==> src/rtl/lock_supervisor.sv <==
// lock_supervisor
//   Supervises a keypad-style sequence detector: forwards the raw X/Y
//   inputs to the detector, times each entry attempt, counts consecutive
//   failed attempts and enters a timed LOCKOUT once MAX_FAIL is reached.
//
// Parameters
//   MAX_FAIL    consecutive failures that trigger lockout (1..15)
//   ATTEMPT_CYC cycles allowed per entry attempt        (1..65535)
//   LOCKOUT_CYC cycles spent in lockout                 (1..65535)
//   RELOCK_CYC  cycles OPEN lasts before auto-relock     (1..65535)
//
// Ports
//   CLK, RESET            clock, synchronous active-high reset
//   X, Y                  raw user inputs
//   UNLOCK_IN             unlock indication from the detector
//   MANUAL_LOCK           user relock / abort request (level)
//   GATE_X, GATE_Y        X/Y forwarded to the detector, 0 in LOCKOUT
//   LOCK_OUT              registered detector-reset command
//   ALARM                 high while in LOCKOUT
//   OPEN_LED              high while in OPEN
//   FAIL_CNT[3:0]         consecutive-failure count
//
// Build option
//   LOCK_SUPERVISOR_AUTORELOCK_EN  when defined, OPEN relocks by itself
//   after RELOCK_CYC cycles (lowest priority in OPEN).

module lock_supervisor #(
  parameter int unsigned MAX_FAIL    = 3,
  parameter int unsigned ATTEMPT_CYC = 20,
  parameter int unsigned LOCKOUT_CYC = 50,
  parameter int unsigned RELOCK_CYC  = 30
) (
  input  logic       CLK,
  input  logic       RESET,
  input  logic       X,
  input  logic       Y,
  input  logic       UNLOCK_IN,
  input  logic       MANUAL_LOCK,
  output logic       GATE_X,
  output logic       GATE_Y,
  output logic       LOCK_OUT,
  output logic       ALARM,
  output logic       OPEN_LED,
  output logic [3:0] FAIL_CNT
);

  if (MAX_FAIL < 1 || MAX_FAIL > 15) begin : g_bad_max_fail
    $error("lock_supervisor: MAX_FAIL out of range 1..15");
  end
  if (ATTEMPT_CYC < 1 || ATTEMPT_CYC > 65535) begin : g_bad_attempt
    $error("lock_supervisor: ATTEMPT_CYC out of range 1..65535");
  end
  if (LOCKOUT_CYC < 1 || LOCKOUT_CYC > 65535) begin : g_bad_lockout
    $error("lock_supervisor: LOCKOUT_CYC out of range 1..65535");
  end
  if (RELOCK_CYC < 1 || RELOCK_CYC > 65535) begin : g_bad_relock
    $error("lock_supervisor: RELOCK_CYC out of range 1..65535");
  end

  typedef enum logic [1:0] {
    S_IDLE,
    S_ENTRY,
    S_OPEN,
    S_LOCKOUT
  } state_t;

  localparam logic [15:0] ATTEMPT_TC = 16'(ATTEMPT_CYC - 1);
  localparam logic [15:0] LOCKOUT_TC = 16'(LOCKOUT_CYC - 1);
`ifdef LOCK_SUPERVISOR_AUTORELOCK_EN
  localparam logic [15:0] RELOCK_TC  = 16'(RELOCK_CYC - 1);
`endif
  localparam logic [3:0]  FAIL_LIMIT = 4'(MAX_FAIL);

  state_t      state_q, state_d;
  logic [15:0] timer_q, timer_d;
  logic [3:0]  fail_cnt_q, fail_cnt_d;
  logic        lock_out_q, lock_out_d;
  logic [3:0]  fail_next;

  assign fail_next = fail_cnt_q + 4'd1;

  // lock_out_d is the value LOCK_OUT takes in the cycle after this edge:
  // one-cycle pulses on abort/timeout/relock, held high through LOCKOUT
  // and released on the edge that leaves it.
  always_comb begin
    state_d    = state_q;
    timer_d    = timer_q;
    fail_cnt_d = fail_cnt_q;
    lock_out_d = 1'b0;
    case (state_q)
      S_IDLE: begin
        timer_d = '0;
        if (X | Y) begin
          state_d = S_ENTRY;
        end
      end
      S_ENTRY: begin
        if (UNLOCK_IN) begin
          state_d    = S_OPEN;
          timer_d    = '0;
          fail_cnt_d = '0;
        end else if (MANUAL_LOCK) begin
          state_d    = S_IDLE;
          timer_d    = '0;
          lock_out_d = 1'b1;
        end else if (timer_q == ATTEMPT_TC) begin
          timer_d    = '0;
          fail_cnt_d = fail_next;
          lock_out_d = 1'b1;
          state_d    = (fail_next == FAIL_LIMIT) ? S_LOCKOUT : S_IDLE;
        end else begin
          timer_d = timer_q + 16'd1;
        end
      end
      S_OPEN: begin
        if (MANUAL_LOCK) begin
          state_d    = S_IDLE;
          timer_d    = '0;
          lock_out_d = 1'b1;
        end else if (!UNLOCK_IN) begin
          state_d = S_IDLE;
          timer_d = '0;
        end else begin
`ifdef LOCK_SUPERVISOR_AUTORELOCK_EN
          if (timer_q == RELOCK_TC) begin
            state_d    = S_IDLE;
            timer_d    = '0;
            lock_out_d = 1'b1;
          end else begin
            timer_d = timer_q + 16'd1;
          end
`else
          timer_d = '0;
`endif
        end
      end
      S_LOCKOUT: begin
        if (timer_q == LOCKOUT_TC) begin
          state_d    = S_IDLE;
          timer_d    = '0;
          fail_cnt_d = '0;
        end else begin
          timer_d    = timer_q + 16'd1;
          lock_out_d = 1'b1;
        end
      end
      default: begin
        state_d = S_IDLE;
        timer_d = '0;
      end
    endcase
  end

  always_ff @(posedge CLK) begin
    if (RESET) begin
      state_q    <= S_IDLE;
      timer_q    <= '0;
      fail_cnt_q <= '0;
      lock_out_q <= 1'b1;
    end else begin
      state_q    <= state_d;
      timer_q    <= timer_d;
      fail_cnt_q <= fail_cnt_d;
      lock_out_q <= lock_out_d;
    end
  end

  assign GATE_X   = X & (state_q != S_LOCKOUT);
  assign GATE_Y   = Y & (state_q != S_LOCKOUT);
  assign LOCK_OUT = lock_out_q;
  assign ALARM    = (state_q == S_LOCKOUT);
  assign OPEN_LED = (state_q == S_OPEN);
  assign FAIL_CNT = fail_cnt_q;

endmodule

==> config.mk <==
export PLATFORM = sky130hd
export DESIGN_NAME = lock_supervisor
export DESIGN_NICKNAME = d
export VERILOG_FILES = /design/src/rtl/lock_supervisor.sv
export SDC_FILE = /design/constraint.sdc
export NUM_CORES = 1
export LEC_CHECK = 0
export ABC_CLOCK_PERIOD_IN_PS = 3200
export CORE_MARGIN = 2
export CORE_UTILIZATION = 54
export CTS_CLUSTER_DIAMETER = 120
export CTS_CLUSTER_SIZE = 28
export DETAILED_ROUTE_END_ITERATION = 10
export GPL_TIMING_DRIVEN = 0
export HOLD_SLACK_MARGIN = 0.05
export PLACE_DENSITY = 0.85
export SYNTH_ARGS = -nofsm -noshare
export SYNTH_HDL_FRONTEND = slang
export SYNTH_SLANG_ARGS = --single-unit
==> constraint.sdc <==
create_clock -name CLK -period 3.2 [get_ports CLK]
set_input_delay 0.64 -clock CLK [delete_from_list [all_inputs] [get_ports CLK]]
set_output_delay 0.64 -clock CLK [all_outputs]
set_load 0.02 [all_outputs]
### After elaboration in Yosys (flattened, before gate mapping)

Cells that the tools add are included.

| word-level totals | value |
|---|---|
| input bits | 6 |
| output and inout port bits | 9 |
| word-level logic and storage cells | 52 |
| register bits after elaboration | 23 |

| operators by class | value |
|---|---|
| add/subtract/negate cells | 2 |
| reductions and logical operators | 5 |
| eq/ne operators | 13 |
| multiplexer cells | 25 |
| bitwise operators | 3 |

Operators by type and width:

| operator | number |
|---|---|
| 16-bit two-way mux | 4 |
| 16-bit one-hot mux with 3 select lines | 1 |
| 16-bit by 1-bit adder with 16-bit output (second input constant) | 1 |
| 16-bit by 5-bit == test with 1-bit output (second input constant) | 1 |
| 16-bit by 6-bit == test with 1-bit output (second input constant) | 1 |
| 2-bit two-way mux | 8 |
| 4-bit two-way mux | 4 |
| 3-bit != test (second input constant) | 3 |
| 2-bit one-hot mux with 4 select lines | 1 |
| 4-bit one-hot mux with 2 select lines | 1 |
| 4-bit AND reduction | 2 |
| 1-bit two-way mux | 5 |
| 4-bit by 1-bit adder with 4-bit output (second input constant) | 1 |
| 2-bit == test (second input constant) | 2 |
| 4-bit by 2-bit == test with 1-bit output (second input constant) | 1 |
| 2-bit != test (second input constant) | 2 |
| 4-bit != test (second input constant) | 1 |
| 1-bit one-hot mux with 3 select lines | 1 |
| 1-bit AND | 2 |
| 2-bit by 1-bit == test with 1-bit output (second input constant) | 1 |
| 2-bit zero test | 1 |
| 2-bit by 1-bit != test with 1-bit output (second input constant) | 1 |
| 2-bit nonzero test | 1 |
| 2-bit OR reduction | 1 |
| 1-bit OR | 1 |

### Depth between registers and ports, before layout

| logic depth | value |
|---|---|
| depth in word-level cells | 7 |
| gate-level depth with buffers | 8 |
| depth with buffers taken out | 7 |

### Worst setup path before layout

Ideal clock, no wire load.

| timing | value |
|---|---|
| path kind | input-to-reg |
| from | input MANUAL_LOCK |
| to | register fail_cnt_q[3] (netlist: FAIL_CNT[3]) |
| buffers on the path | 0 |
| arrival | 2200 ps |
| stages on the path | 5 |
| path slack | 930 ps |
| setup time | 70 ps |
| path through | or4bb_2 nor4_1 o311ai_1 or4_1 a21oi_1 |

| between the ends | value |
|---|---|
| word-level cells in the longest chain between the ends | 2 |

Ends and longest elaborated chain:

| item | RTL line | text |
|---|---|---|
| from (decl) | 38 | `input logic MANUAL_LOCK,` |
| 3-bit != test (no line) | - |  |
| 4-bit AND reduction (no line) | - |  |
| to (signal assigned) | 163 | `fail_cnt_q <= fail_cnt_d;` |
| to (decl) | 76 | `logic [3:0] fail_cnt_q, fail_cnt_d;` |

Every way passes these cells.
A chain may end at the register's enable or synchronous reset.

### Final worst setup path

Same ends and word-level chain as after synthesis.

==> impl_metrics.yaml <==
status:
  outcome: "finished clean"
global_route:
  antenna_found_initial: 0
  grt_pass1_wl_um: 4510
  grt_usage_pct: 22.3
  grt_max_degree: 14
  globalRouteOverflowTotal: 0
  grt_pass1_vias: 1077
synth:
  synth_top_area_share_pct: 37.7
  synth_cells: 141
  yosysUniqueCellTypes: 37
  ys_seq_area_share_pct: 37.7
  synth_warnings: 0
  synthTopCellsByArea: "dfxtp_1 (38%), nor2_1 (8.3%), xor2_1 (5.7%)"
  synth_nets: 151
  synth-seq-cells: 23
  yosysTopAreaCell: "dfxtp_1"
  avgSynthCellArea_um2: 8.66
  syn_area_mm2: 0.00122
cts:
  cts_hold_buf: 0
  clkSinkCount: 23
  cts_max_path_buffers: 2
  numCtsBuffers: 3
  htree_levels: 1
  cts_resized: 0
  clkLatencyLatePin_ps: 320
  post_cts_buffers: 0
  cts_tree: "built"
  clkSlewWorstSetupHoldPaths_ps: 120
  cts_root_buffer: "clkbuf_4"
finish:
  nets: 169
  area_delta_synth_final_pct: 15.8
  drive_above_1_share_pct: 9.49
  fill_cells: 192
  insertedDiodeCount: 0
  final_core_util_pct: 65.2
  finish.instance_area_mm2: 0.00141
  layout_common_cells: "nor2_1 (27), dfxtp_1 (23), clkdlybuf4s50_1 (13)"
  layout_commonest_cell: "nor2_1"
route:
  wl_per_cell_um: 13.3
  vias: 1067
  totalWireLength_um: 2480
  viasPerCell: 5.74
  first_pass_iters: 4
  drt-initial-drc-count: 26
  drtAntennaViolNets: 0
  post-route-drc-count: 0
critical_path:
  path_class: "input pin to register"
  cp-start-kind: "input pin"
  required_ps: 3460
  crit_fanout: 6
  cp_slowest_cell: "or4bb_2"
  path_cells: "clkdlybuf4s50_1, or4bb_2, nor4_1, o311ai_1, or4_1, a21oi_1"
  arrival_ps: 2920
  regToRegSetupSlack_ps: 680
  cp-end-kind: "register"
  max_stage_delay_ps: 620
timing:
  slew_violations: 0
  hold_viol_final: 0
  finalCritPeriodShare_pct: 83.2
  finalWorstSetupSlack_ps: 537
  setup_viol: 0
  fin_crit_ps: 2660
  slew_headroom_pct: 51.8
  worst_clock_skew_ps: 4.67
  setup_tns_ps: 0
  tightest_slew_ps: 711
  max_clock_freq_mhz: 375
  rsz0062_at_grt: "false"
place:
  globalplace.congestion: 0.811
  hpwl_um: 1820
  preCtsSetupSlack_ps: 218
  post_dp_cell_area_mm2: 0.00139
  portBuffers: 13
floorplan:
  fp.dieH_um: 51.6
  chipWidth_um: 51.6
  row_count: 17
  fp.dieArea_mm2: 0.00266
  io_pins: 15
  initial_core_util_pct: 56.3
  core-area_mm2: 0.00217
power_and_ir_drop:
  ir_drop_v: 0.000282
  totalPowerFinal_mw: 0.485
  p_per_area_mw_per_mm2: 343
  power.leakage_nw: 0.470
run:
  max_cap_viol_count: 0
hold_path:
  min_path_type: "register to register"
==> area by class of cell <==
| type | count | area (µm²) | area share (%) |
|---|---|---|---|
| timing repair buffer | 13 | 130 | 9.20 |
| buffer | 3 | 26.3 | 1.86 |
| tap | 28 | 35.0 | 2.48 |
| clock buffer | 3 | 22.5 | 1.59 |
| multi-input combinational | 109 | 712 | 50.4 |
| inverter | 6 | 22.5 | 1.59 |
| clock inverter | 1 | 5.00 | 0.354 |
| sequential | 23 | 460 | 32.6 |
==> state kept, by name, indices dropped and copies added, names as in the netlist <==
| register | cells |
|---|---|
| FAIL_CNT | 4 |
| LOCK_OUT | 1 |
| state_q | 2 |
| timer_q | 16 |
==> cells in the mapped netlist (all sizes together) <==
| cell type | count |
|---|---|
| o21ai | 4 |
| nor3 | 2 |
| dfxtp | 23 |
| ha | 4 |
| or3 | 2 |
| nand2b | 2 |
| xor2 | 8 |
| a221oi | 1 |
| nand4 | 1 |
| and3 | 1 |
| or4 | 4 |
| nand2 | 8 |
| o41ai | 2 |
| nand3b | 3 |
| a41oi | 1 |
| nor2 | 27 |
| clkdlybuf4s25 | 1 |
| nor3b | 4 |
| or4bb | 1 |
| o21a | 1 |
| o311ai | 1 |
| buf | 2 |
| inv | 6 |
| nor2b | 2 |
| nor4 | 3 |
| a21oi | 6 |
| nand3 | 7 |
| xnor2 | 7 |
| and4 | 3 |
| and2 | 2 |
| nor4b | 1 |
| a2111o | 1 |
==> worst paths after layout <==
kind,endpoint,startpoint,cells after the start
worst max-delay path,FAIL_CNT[3],MANUAL_LOCK,6
worst min-delay path,timer_q[0],timer_q[0],1
worst max register to register,FAIL_CNT[3],timer_q[0],6
worst min register to register,timer_q[0],timer_q[0],1
==> report_power, final <==
group / total, mW / switching [mW] / leakage [nW] / internal (mW)
Combinational: 0.0542 / 0.0287 / 0.266 / 0.0255
Sequential: 0.296 / 0.00492 / 0.186 / 0.291
Clock: 0.135 / 0.0882 / 0.0177 / 0.0468
Total: 0.485 / 0.122 / 0.470 / 0.364
==> routing by layer <==
metal	wire, µm	GRT usage (%)	vias up
met5	0	0	-
met4	44	10.5	0
met3	93	2.59	5
met2	1240	40.2	30
li1	-	-	529
met1	1100	26.1	503
==> through the flow <==
stage | hold slack [ps] | cells
finish | 493 | 186
global route | 531 | 186
CTS | 503 | 186
detailed placement | 474 | 182
global placement | 456 | 182
floorplan | 441 | 141
==> logic make-up (layout without fill, tap and decap cells) <==
logic type / count (synthesis) / count (layout) / synth area share, %
and+or+nand+nor: 73 / 73 / 33.3
DFF: 23 / 23 / 37.7
AOI/OAI and AO/OA: 17 / 17 / 10.1
xor gates and xnor gates: 15 / 15 / 10.8
adders and majority gates: 4 / 4 / 4.10
buffers and inverters: 9 / 26 / 4.00
==> critical path, delay by kind of cell <==
| kind | cells | cell delay [ps] |
|---|---|---|
| compound gates | 2 | 380 |
| simple gates | 3 | 1420 |
| buf+inv | 1 | 480 |
(Power assumes the default switching activity.)
